## config.mk

```make
export PLATFORM = sky130hd
export DESIGN_NAME = rtc_display_regs_flat
export DESIGN_NICKNAME = d
export VERILOG_FILES = /design/src/rtl/rtc_display_regs_if.sv /design/src/rtl/rtc_display_regs.sv /design/src/flat_wrapper.sv
export SDC_FILE = /design/constraint.sdc
export NUM_CORES = 1
export LEC_CHECK = 0
export CAP_MARGIN = 20
export CORE_ASPECT_RATIO = 2
export CORE_UTILIZATION = 40
export CTS_CLUSTER_DIAMETER = 100
export DETAILED_ROUTE_END_ITERATION = 8
export DONT_BUFFER_PORTS = 1
export PLACE_DENSITY_LB_ADDON = 0.08
export SETUP_SLACK_MARGIN = 0.3
export SLEW_MARGIN = 20
export SYNTH_ARGS = -nofsm -noshare
export SYNTH_HDL_FRONTEND = slang
export SYNTH_SLANG_ARGS = --single-unit
```

## constraint.sdc

```tcl
create_clock -name clk -period 4.6 [get_ports clk]
set_clock_uncertainty 0.2 [all_clocks]
set_input_delay 0.69 -clock clk [delete_from_list [all_inputs] [get_ports clk]]
set_output_delay 0.69 -clock clk [all_outputs]
set_load 0.1 [all_outputs]
```

## src/rtl/rtc_display_regs_if.sv

```systemverilog
// Write/snapshot bus between the RTC read controller and the display bank.
// master: RTC side (drives writes and snapshot requests); slave: register bank.
interface rtc_display_regs_if;
    logic       wr_en;
    logic [2:0] wr_addr;
    logic [7:0] wr_data;
    logic       wr_err;
    logic       snap_req;
    logic       snap_pending;
    logic       snap_done;

    modport master (
        output wr_en, wr_addr, wr_data, snap_req,
        input  wr_err, snap_pending, snap_done
    );

    modport slave (
        input  wr_en, wr_addr, wr_data, snap_req,
        output wr_err, snap_pending, snap_done
    );
endinterface

```

## src/rtl/rtc_display_regs.sv

```systemverilog
// Frame-synchronised RTC display register bank: BCD shadow writes, vsync-aligned
// publish to digit outputs, frame-locked blink phase and frame-aligned alarm.
// Ports: clk, reset (sync, active-high), vsync, alarm_in, bus (write/snapshot
// slave), nine digit outputs, alarma_signal, parpadeo.
module rtc_display_regs #(
    parameter int BLINK_FRAMES = 30
) (
    input  logic                      clk,
    input  logic                      reset,
    input  logic                      vsync,
    input  logic                      alarm_in,
    rtc_display_regs_if.slave         bus,
    output logic [7:0]                seg_t,
    output logic [7:0]                seg_c,
    output logic [7:0]                min_t,
    output logic [7:0]                min_c,
    output logic [7:0]                hora_t,
    output logic [7:0]                hora_c,
    output logic [7:0]                cambio_dia,
    output logic [7:0]                cambio_mes,
    output logic [7:0]                cambio_year,
    output logic                      alarma_signal,
    output logic                      parpadeo
);

    typedef enum logic {
        IDLE  = 1'b0,
        ARMED = 1'b1
    } state_t;

    localparam logic [7:0] BLINK_LAST = 8'(BLINK_FRAMES - 1);

    state_t     state;
    logic       vsync_q;
    logic       frame_edge;
    logic       wr_ok;
    logic [7:0] frame_cnt;
    logic [7:0] shadow [6];

    assign frame_edge = vsync & ~vsync_q;

    assign wr_ok = bus.wr_en
                 && (bus.wr_addr <= 3'd5)
                 && (bus.wr_data[7:4] <= 4'd9)
                 && (bus.wr_data[3:0] <= 4'd9);

    assign bus.snap_pending = (state == ARMED);

    always_ff @(posedge clk) begin
        if (reset) begin
            state         <= IDLE;
            vsync_q       <= 1'b0;
            frame_cnt     <= 8'd0;
            parpadeo      <= 1'b0;
            alarma_signal <= 1'b0;
            bus.wr_err    <= 1'b0;
            bus.snap_done <= 1'b0;
            seg_t         <= 8'h00;
            seg_c         <= 8'h00;
            min_t         <= 8'h00;
            min_c         <= 8'h00;
            hora_t        <= 8'h00;
            hora_c        <= 8'h00;
            cambio_dia    <= 8'h01;
            cambio_mes    <= 8'h01;
            cambio_year   <= 8'h00;
            for (int i = 0; i < 6; i++) begin
                shadow[i] <= 8'h00;
            end
        end else begin
            vsync_q       <= vsync;
            bus.wr_err    <= bus.wr_en & ~wr_ok;
            bus.snap_done <= 1'b0;

            if (wr_ok) begin
                shadow[bus.wr_addr] <= bus.wr_data;
            end

            // Publish reads the shadow before this cycle's write lands,
            // so a same-cycle write shows up only at the next publish.
            unique case (state)
                IDLE: begin
                    if (bus.snap_req) begin
                        state <= ARMED;
                    end
                end
                ARMED: begin
                    if (frame_edge) begin
                        state         <= IDLE;
                        bus.snap_done <= 1'b1;
                        seg_t         <= {4'h0, shadow[0][7:4]};
                        seg_c         <= {4'h0, shadow[0][3:0]};
                        min_t         <= {4'h0, shadow[1][7:4]};
                        min_c         <= {4'h0, shadow[1][3:0]};
                        hora_t        <= {4'h0, shadow[2][7:4]};
                        hora_c        <= {4'h0, shadow[2][3:0]};
                        cambio_dia    <= shadow[3];
                        cambio_mes    <= shadow[4];
                        cambio_year   <= shadow[5];
                    end
                end
                default: state <= IDLE;
            endcase

            if (frame_edge) begin
                alarma_signal <= alarm_in;
                if (frame_cnt == BLINK_LAST) begin
                    frame_cnt <= 8'd0;
                    parpadeo  <= ~parpadeo;
                end else begin
                    frame_cnt <= frame_cnt + 8'd1;
                end
            end
        end
    end

endmodule

```

## src/flat_wrapper.sv

```systemverilog
// flat-port wrapper written by rule: the top's interface ports become plain ports
module rtc_display_regs_flat 
#(
    parameter int BLINK_FRAMES = 30
)
  (clk, reset, vsync, alarm_in, seg_t, seg_c, min_t, min_c, hora_t, hora_c, cambio_dia, cambio_mes, cambio_year, alarma_signal, parpadeo, bus_wr_en, bus_wr_addr, bus_wr_data, bus_snap_req, bus_wr_err, bus_snap_pending, bus_snap_done);
  rtc_display_regs_if bus_i ();
  input  logic clk;
  input  logic reset;
  input  logic vsync;
  input  logic alarm_in;
  output logic [7:0] seg_t;
  output logic [7:0] seg_c;
  output logic [7:0] min_t;
  output logic [7:0] min_c;
  output logic [7:0] hora_t;
  output logic [7:0] hora_c;
  output logic [7:0] cambio_dia;
  output logic [7:0] cambio_mes;
  output logic [7:0] cambio_year;
  output logic alarma_signal;
  output logic parpadeo;
  input wire logic [$bits(bus_i.wr_en)-1:0] bus_wr_en;
  input wire logic [$bits(bus_i.wr_addr)-1:0] bus_wr_addr;
  input wire logic [$bits(bus_i.wr_data)-1:0] bus_wr_data;
  input wire logic [$bits(bus_i.snap_req)-1:0] bus_snap_req;
  output wire logic [$bits(bus_i.wr_err)-1:0] bus_wr_err;
  output wire logic [$bits(bus_i.snap_pending)-1:0] bus_snap_pending;
  output wire logic [$bits(bus_i.snap_done)-1:0] bus_snap_done;
  assign bus_i.wr_en = bus_wr_en;
  assign bus_i.wr_addr = bus_wr_addr;
  assign bus_i.wr_data = bus_wr_data;
  assign bus_i.snap_req = bus_snap_req;
  assign bus_wr_err = bus_i.wr_err;
  assign bus_snap_pending = bus_i.snap_pending;
  assign bus_snap_done = bus_i.snap_done;
  rtc_display_regs #(.BLINK_FRAMES(BLINK_FRAMES)) u_core (.clk(clk), .reset(reset), .vsync(vsync), .alarm_in(alarm_in), .bus(bus_i), .seg_t(seg_t), .seg_c(seg_c), .min_t(min_t), .min_c(min_c), .hora_t(hora_t), .hora_c(hora_c), .cambio_dia(cambio_dia), .cambio_mes(cambio_mes), .cambio_year(cambio_year), .alarma_signal(alarma_signal), .parpadeo(parpadeo));
endmodule
```

### Word-level counts from Yosys, hierarchy flattened

Memories as Yosys holds them, arrays and structs flattened. A register that Yosys moved wholly into a read port is not among the register bits.
Cells that the tools add are included.

| word-level totals | value |
|---|---|
| register bits | 14 |
| latch bits | 0 |
| RAM bits | 48 |
| bits in read-only memories | 0 |
| logic and storage cells | 39 |
| memories kept | 1 |

Memories:

| name | depth | width | rd ports | clocked after memory_dff | wr ports | line | RTL |
|---|---|---|---|---|---|---|---|
| u_core.shadow | 6 | 8 | 6 | 6 | 6 | rtc_display_regs.sv:38 | `logic [7:0] shadow [6];` |

| operators by class | value |
|---|---|
| add/subtract/negate cells | 1 |
| multipliers | 0 |
| divide/modulo/power cells | 0 |
| order comparisons | 3 |
| equal/unequal tests | 1 |
| shifts and indexed selects | 0 |
| muxes and demuxes | 13 |
| bitwise gates (word level) | 6 |
| reductions and logical operators | 7 |

Operator list:

| cell | count |
|---|---|
| $mux 8 | 2 |
| $mux 1 | 9 |
| $add 8x1->8 const B | 1 |
| $eq 8x5->1 const B | 1 |
| $le 4x4->1 const B | 2 |
| $reduce_or 8->1 | 1 |
| $not 1->1 | 4 |
| $reduce_and 2->1 | 2 |
| $le 3x3->1 const B | 1 |
| $logic_and 1x1->1 | 3 |
| $mux 3 | 1 |
| $and 1x1->1 | 2 |
| $pmux 1 s2 | 1 |
| $reduce_or 2->1 | 1 |

### Logic depth before layout (Yosys ltp)

Gate-level depths: netlist of run 1.

| logic depth | value |
|---|---|
| word-level depth | 9 |
| gate-level depth with buffers | 6 |
| depth with buffers taken out | 5 |

### Worst setup path after synthesis of run 1

No wires, ideal clock.

| timing path | value |
|---|---|
| path type | input to register |
| start point | in bus_wr_addr[2] |
| end point | mem u_core.shadow[0][0] (enable) |
| arrival time | 2159 ps |
| data required time | 4002 ps |
| setup slack | 1843 ps |
| cell stages on the path | 4 |
| path buffers | 1 |
| cell sequence | clkbuf_1 > a21boi_2 > nand3_1 > o41ai_1 |

RTL lines:

| element | line | RTL |
|---|---|---|
| from (decl) | flat_wrapper.sv:24 | `input wire logic [$bits(bus_i.wr_addr)-1:0] bus_wr_addr;` |
| to (decl) | rtc_display_regs.sv:38 |  |

==> flow_summary_export.csv, run 1 <==
group,metric,value,unit
sta,max-slew-margin-rel,26.87,%
worst_setup_path,crit_required,4360,ps
die,core_area,10080,um^2
cells_and_area,fin_nets,351,
worst_setup_path,start_kind,"input pin",
hold_path,hold_depth,1,
synth,synth_edf_count,48,
place,gp_congestion,0.7825,
place,place_ws,1456,ps
pwr,p_leak,0.001623,uW
sta,rsz0062_at_grt,"false",
route,drtIter0Drc,98,
die,die_w,74.13,um
sta,fin_ws,1900,ps
synth,synthMuxAreaShare,0,%
synth,synth-xor-area-share,0,%
global_route,grt_pass1_vias,2291,
synth,synth_top_family_by_area,"compound AO/OA/AOI/OAI gates",
die,rows,52,
clocking,clk_latency,340,ps
clocking,cts_sinks,110,
outcome,status,"finished clean",
clocking,clkTransAtPathRegs,70,ps
clocking,cts-root-buf,"clkbuf_16",
route,detail-route-antenna-nets,0,
die,fp.dieH,146.2,um
synth,yosysSeqAreaShare,64.46,%
worst_setup_path,crit_fanout,12,
cells_and_area,drive_gt1_share,6.528,%
sta,timing.final.crit_share,58.69,%
route,routed_wl,8716,um
synth,postSynthCellCount,338,
synth,syn_avg_cell_area,12.31,um^2
route,drt_pass1_iterations,4,
cells_and_area,final_cell_mix,"dfxtp_1, edfxtp_1, a22o_1, nor2_1, and2_1",
cells_and_area,final_util,43.98,%
die,dieArea,10840,um^2
sta,setup_tns,0,ps
synth,ys_async_sr_fraction,0,%
route,num_vias,2401,
route,detail_route.wl_per_cell,18.47,um
worst_setup_path,worstSetupEndpoint,"u_core.shadow[5][5]",
worst_setup_path,worstReg2RegStart,"u_core.bus.snap_pending",
synth,ys_ff_latch,110,
sta,setup_viol,0,
pwr,ir_drop,0.0001888,V
synth,synthFlopType,"dfxtp_1",
route,routed_via_density,5.087,
synth,synth-compound-area-share,14.61,%
route,drc,0,
global_route,grt_use_total,17.01,%
place,dp_hpwl,6240,um
worst_setup_path,crit_path_end_kind,"register",
clocking,cts_htree_levels,3,
worst_setup_path,rr_endpoint,"hora_t[1]",
place,numPortBuffers,0,
global_route,grt-ovfl-total,0,
sta,slew_violations,0,
sta,tightestPinTransition,1086,ps
cells_and_area,num-fill-cells,952,
sta,finalHoldViolCount,0,
sta,post-route-min-period,2700,ps
synth,synth-simple-area-share,13.11,%
clocking,holdBufCountCts,0,
die,initial_core_util,41.27,%
sta,fmax,370.4,MHz
cells_and_area,final_common_cell,"dfxtp_1",
clocking,cts_buffer_depth,2,
worst_setup_path,r2r_slack,2340,ps
die,num_io_pins,94,
clocking,cts_resized,0,
pwr,power.density,467.0,nW/um^2
hold_path,hold_path.class,"in2reg",
worst_setup_path,cp.arrival,2460,ps
global_route,grt_max_degree,50,
synth,yosysUniqueCellTypes,45,
worst_setup_path,startpoint,"bus_wr_data[1]",
job,cap_violations,0,
clocking,cts_setup_buffers,0,
synth,synth_adder_area_share,0.6013,%
worst_setup_path,reg2reg_depth,3,
cells_and_area,syn2layout_area_growth,6.584,%
cells_and_area,antenna_cells,0,
global_route,grt_pass1_wl,13230,um
global_route,antenna_found_initial,0,
clocking,cts_tree,"built",
worst_setup_path,path_class,"in2reg",
clocking,cts_buffers,9,
synth,yosys_warnings,0,
synth,syn_area,4161,um^2
-- synth_stat cells, drive strengths merged, types with 2 or more instances --
cell | instances | area share, %
and4 | 3 | 0.63
a21oi | 8 | 1.1
o21ai | 8 | 0.96
inv | 7 | 0.63
and2 | 25 | 3.8
and3 | 3 | 0.45
nand4 | 4 | 0.60
nor2 | 27 | 2.4
nor2b | 2 | 0.30
ha | 2 | 0.60
nand2b | 2 | 0.30
dfxtp | 62 | 30
a22oi | 2 | 0.36
nand3 | 2 | 0.24
buf | 32 | 5.6
nor4b | 2 | 0.42
or4 | 2 | 0.36
nand2 | 18 | 1.6
or3 | 4 | 0.63
a22o | 46 | 9.7
edfxtp | 48 | 35
o31ai | 3 | 0.54
clkbuf | 10 | 0.93
o41ai | 2 | 0.42
-- layer usage --
metal  GRT usage [%]  share of wire [%]  vias up
li1                -                  -     1173
met1           19.06                 39     1164
met2           29.55                 56       55
met3           4.210                3.7        9
met4           7.212                1.3        0
met5               0                  0        -
-- kinds of logic (layout without fill, tap and decap cells) --
family                     after synthesis  after routing
AOI/OAI and AO/OA                       77             77
DFF                                    110            110
adders and majority gates                2              2
other                                    1             24
buffers and inverters                   49             25
and+or+nand+nor                         99             99
-- flip-flops by register name, summed over array words and instances, names as in the netlist, 4 cells and up --
signal            count
hora_t                4
hora_c                4
seg_t                 4
seg_c                 4
u_core.shadow        48
min_c                 4
cambio_year           8
min_t                 4
u_core.frame_cnt      8
cambio_mes            8
cambio_dia            8
-- cell type report --
type / instances / area, um^2 / area share (%)
clock buffers: 12 / 236.5 / 5.331
well taps: 135 / 168.9 / 3.808
inverters: 7 / 26.28 / 0.5924
multi-input cells: 202 / 1284 / 28.94
repair buffers: 2 / 15.01 / 0.3385
flip-flops and latches: 110 / 2683 / 60.48
clock inverters: 4 / 22.52 / 0.5078
-- worst min path at each step --
stage                                    from                    to
after floorplan           u_core.shadow[4][1]         cambio_mes[1]
after global placement    u_core.shadow[5][0]        cambio_year[0]
after detailed placement  u_core.shadow[5][1]        cambio_year[1]
after CTS                               reset  u_core.alarma_signal
after global routing                    reset   u_core.frame_cnt[4]
final                                   reset  u_core.alarma_signal
-- report_power, final --
group          internal (uW)  switching [uW]
logic                   24.0             132
clock network            367             332
registers               1060             152
total                   1460             616
-- critical path, stage by stage --
cell and delay (ps):
o21ai_1 340, nand3_1 440, o21ai_0 990
-- per-stage QoR --
stage               cell area [um^2]  power, uW  hold slack (ps)  std cells
floorplan                       4248       1388            235.5        361
global placement                4177       1394            241.1        456
detailed placement              4177       1396            243.5        456
CTS                             4436       2091            196.9        472
global route                    4436       2145            191.1        472
finish                          4436       2071            206.1        472
(Power assumes the default switching activity.)
==> run 2: changes to the inputs <==
==> constraint.sdc (replaced) <==
create_clock -name clk -period 2.2 [get_ports clk]
set_clock_uncertainty 0.2 [all_clocks]
set_input_delay 0.33 -clock clk [delete_from_list [all_inputs] [get_ports clk]]
set_output_delay 0.33 -clock clk [all_outputs]
set_load 0.1 [all_outputs]
==> run 2 against run 1 <==
Die area is the same; sequential share of layout area is 7.6 points lower; flip-flop and latch count stayed put.
==> flow_summary_export.csv, run 2 (same netlist as run 1, synthesis figures left out) <==
group,metric,value,unit
worst_setup_path,path_delay_family,"compound AO/OA/AOI/OAI gates",
hold_path,hold_path.class,"in2reg",
cells_and_area,final_area,5080,um^2
pwr,finalPower,4508,uW
die,num_io_pins,94,
place,dp.cells,514,
worst_setup_path,path_buf_inv,0,
clocking,clk_latency,340,ps
route,routed_wl,9129,um
route,drt_pass1_iterations,4,
clocking,cts_tree,"built",
pwr,clockPowerShare,34.2,%
pwr,power_switching_share,29.30,%
cells_and_area,multi_input_area,1316,um^2
sta,finalHoldViolCount,0,
route,detail_route.wl_per_cell,16.81,um
cells_and_area,fin_nets,422,
worst_setup_path,cp_cell_sequence,"ha_1, nand2b_1, o31ai_1, a21oi_1",
worst_setup_path,crit_required,2200,ps
place,placed_cell_area,4671,um^2
cells_and_area,antenna_cells,0,
route,drc,0,
worst_setup_path,cp.arrival,1750,ps
sta,max-slew-margin-rel,61.32,%
sta,rsz0062_at_grt,"false",
place,place_ws,271.5,ps
sta,setup_viol,0,
pwr,seqPwrFrac,50.3,%
cells_and_area,instances_no_fill,543,
clocking,cts-root-buf,"clkbuf_16",
global_route,grt_pass1_vias,2593,
worst_setup_path,crit_path_end_kind,"register",
clocking,cts_sinks,110,
route,drtIter0Drc,121,
route,detail-route-antenna-nets,0,
die,dieArea,10840,um^2
worst_setup_path,crit_slowest_cell,"o31ai_1",
worst_setup_path,cpPeakStageDelay,560,ps
global_route,grt_use_total,17.72,%
route,num_vias,2662,
worst_setup_path,path_class,"reg2reg",
worst_setup_path,crit_fanout,6,
cells_and_area,num-fill-cells,916,
place,numPortBuffers,0,
sta,tightestPinTransition,575.3,ps
job,cap_violations,0,
cells_and_area,largest_register,"u_core.shadow",
global_route,grt_pass1_wl,14060,um
die,fp.dieH,146.2,um
global_route,grt-ovfl-total,0,
die,die_w,74.13,um
clocking,cts_buffers,9,
clocking,clkTransAtPathRegs,70,ps
die,rows,52,
sta,fmax,571.9,MHz
cells_and_area,seq_area,2684,um^2
sta,fin_ws,451.5,ps
clocking,cts_buffer_depth,2,
clocking,cts_htree_levels,3,
die,core_area,10080,um^2
sta,slew_violations,0,
pwr,power.density,887.5,nW/um^2
place,dp_hpwl,6361,um
pwr,p_leak,0.002018,uW
place,gp_congestion,0.7567,
pwr,switching_power,1321,uW
outcome,status,"finished clean",
global_route,antenna_found_initial,0,
cells_and_area,largest_reg_flops,48,
route,routed_via_density,4.902,
global_route,grt_max_degree,50,
sta,timing.final.crit_share,79.48,%
worst_setup_path,start_kind,"register",
pwr,p_comb_share,15.5,%
cells_and_area,final_common_cell,"dfxtp_1",
die,initial_core_util,41.27,%
cells_and_area,final_cell_mix,"dfxtp_1, buf_4, edfxtp_1, a22o_1, nor2_1",
cells_and_area,syn2layout_area_growth,22.07,%
sta,setup_tns,0,ps
cells_and_area,drive_gt1_share,21.08,%
sta,post-route-min-period,1749,ps
pwr,p_int,3187,uW
pwr,ir_drop,0.0004288,V
[run 2: worst register-to-register path: cells and delay by family, from the launching register on]
family | cells | cell delay, ps
fa+ha+maj | 1 | 190
simple gates | 1 | 150
compound gates | 2 | 640
flops | 1 | 430
[run 2: power by group through the flow]
stage	Sequential, uW	Clock (uW)	Combinational (uW)
floorplan	2570	0	347
global placement	2310	0	673
detailed placement	2320	0	676
CTS	2270	1570	702
global route	2280	1670	725
finish	2270	1540	699
[run 2: layer usage]
| metal | vias up | wire length, um | track usage [%] | part of all wire (%) |
|---|---|---|---|---|
| met5 | - | 0 | 0 | 0 |
| met4 | 0 | 127 | 6.346 | 1.4 |
| met3 | 9 | 439 | 3.865 | 4.8 |
| met2 | 69 | 4965 | 31.59 | 54 |
| met1 | 1265 | 3597 | 19.94 | 39 |
| li1 | 1319 | - | - | - |
[run 2: area by class of cell]
cell class / instances / area share, %
clock buffers: 13 / 5.148
well taps: 135 / 3.325
multi-input cells: 202 / 25.91
clock inverters: 3 / 0.3448
flip-flops and latches: 110 / 52.83
repair buffers: 73 / 11.92
inverters: 7 / 0.5172
[run 2: worst paths after layout]
check / from / endpoint / cells past startpoint / slack (ps)
max: u_core.frame_cnt[0] / u_core.frame_cnt[5] / 4 / 450
min: bus_wr_data[6] / u_core.shadow[1][6] / 1 / 20
max reg2reg: u_core.frame_cnt[0] / u_core.frame_cnt[5] / 4 / 450
min reg2reg: u_core.shadow[4][3] / cambio_mes[3] / 1 / 250
[run 2: timing repair]
item                      in CTS  in global routing
hold endpoints to repair      31                  0
buffers inserted               0                  0
gates resized for setup        0                  0
hold buffers                  13                  0
[run 2: per-stage QoR]
step                      hold WS [ps]  util (%)
after floorplan                  235.5         -
after CTS                        13.86     50.37
after global placement           202.3     46.32
after detailed placement         204.1     46.32
final                            17.77     50.37
after global routing             4.572     50.37
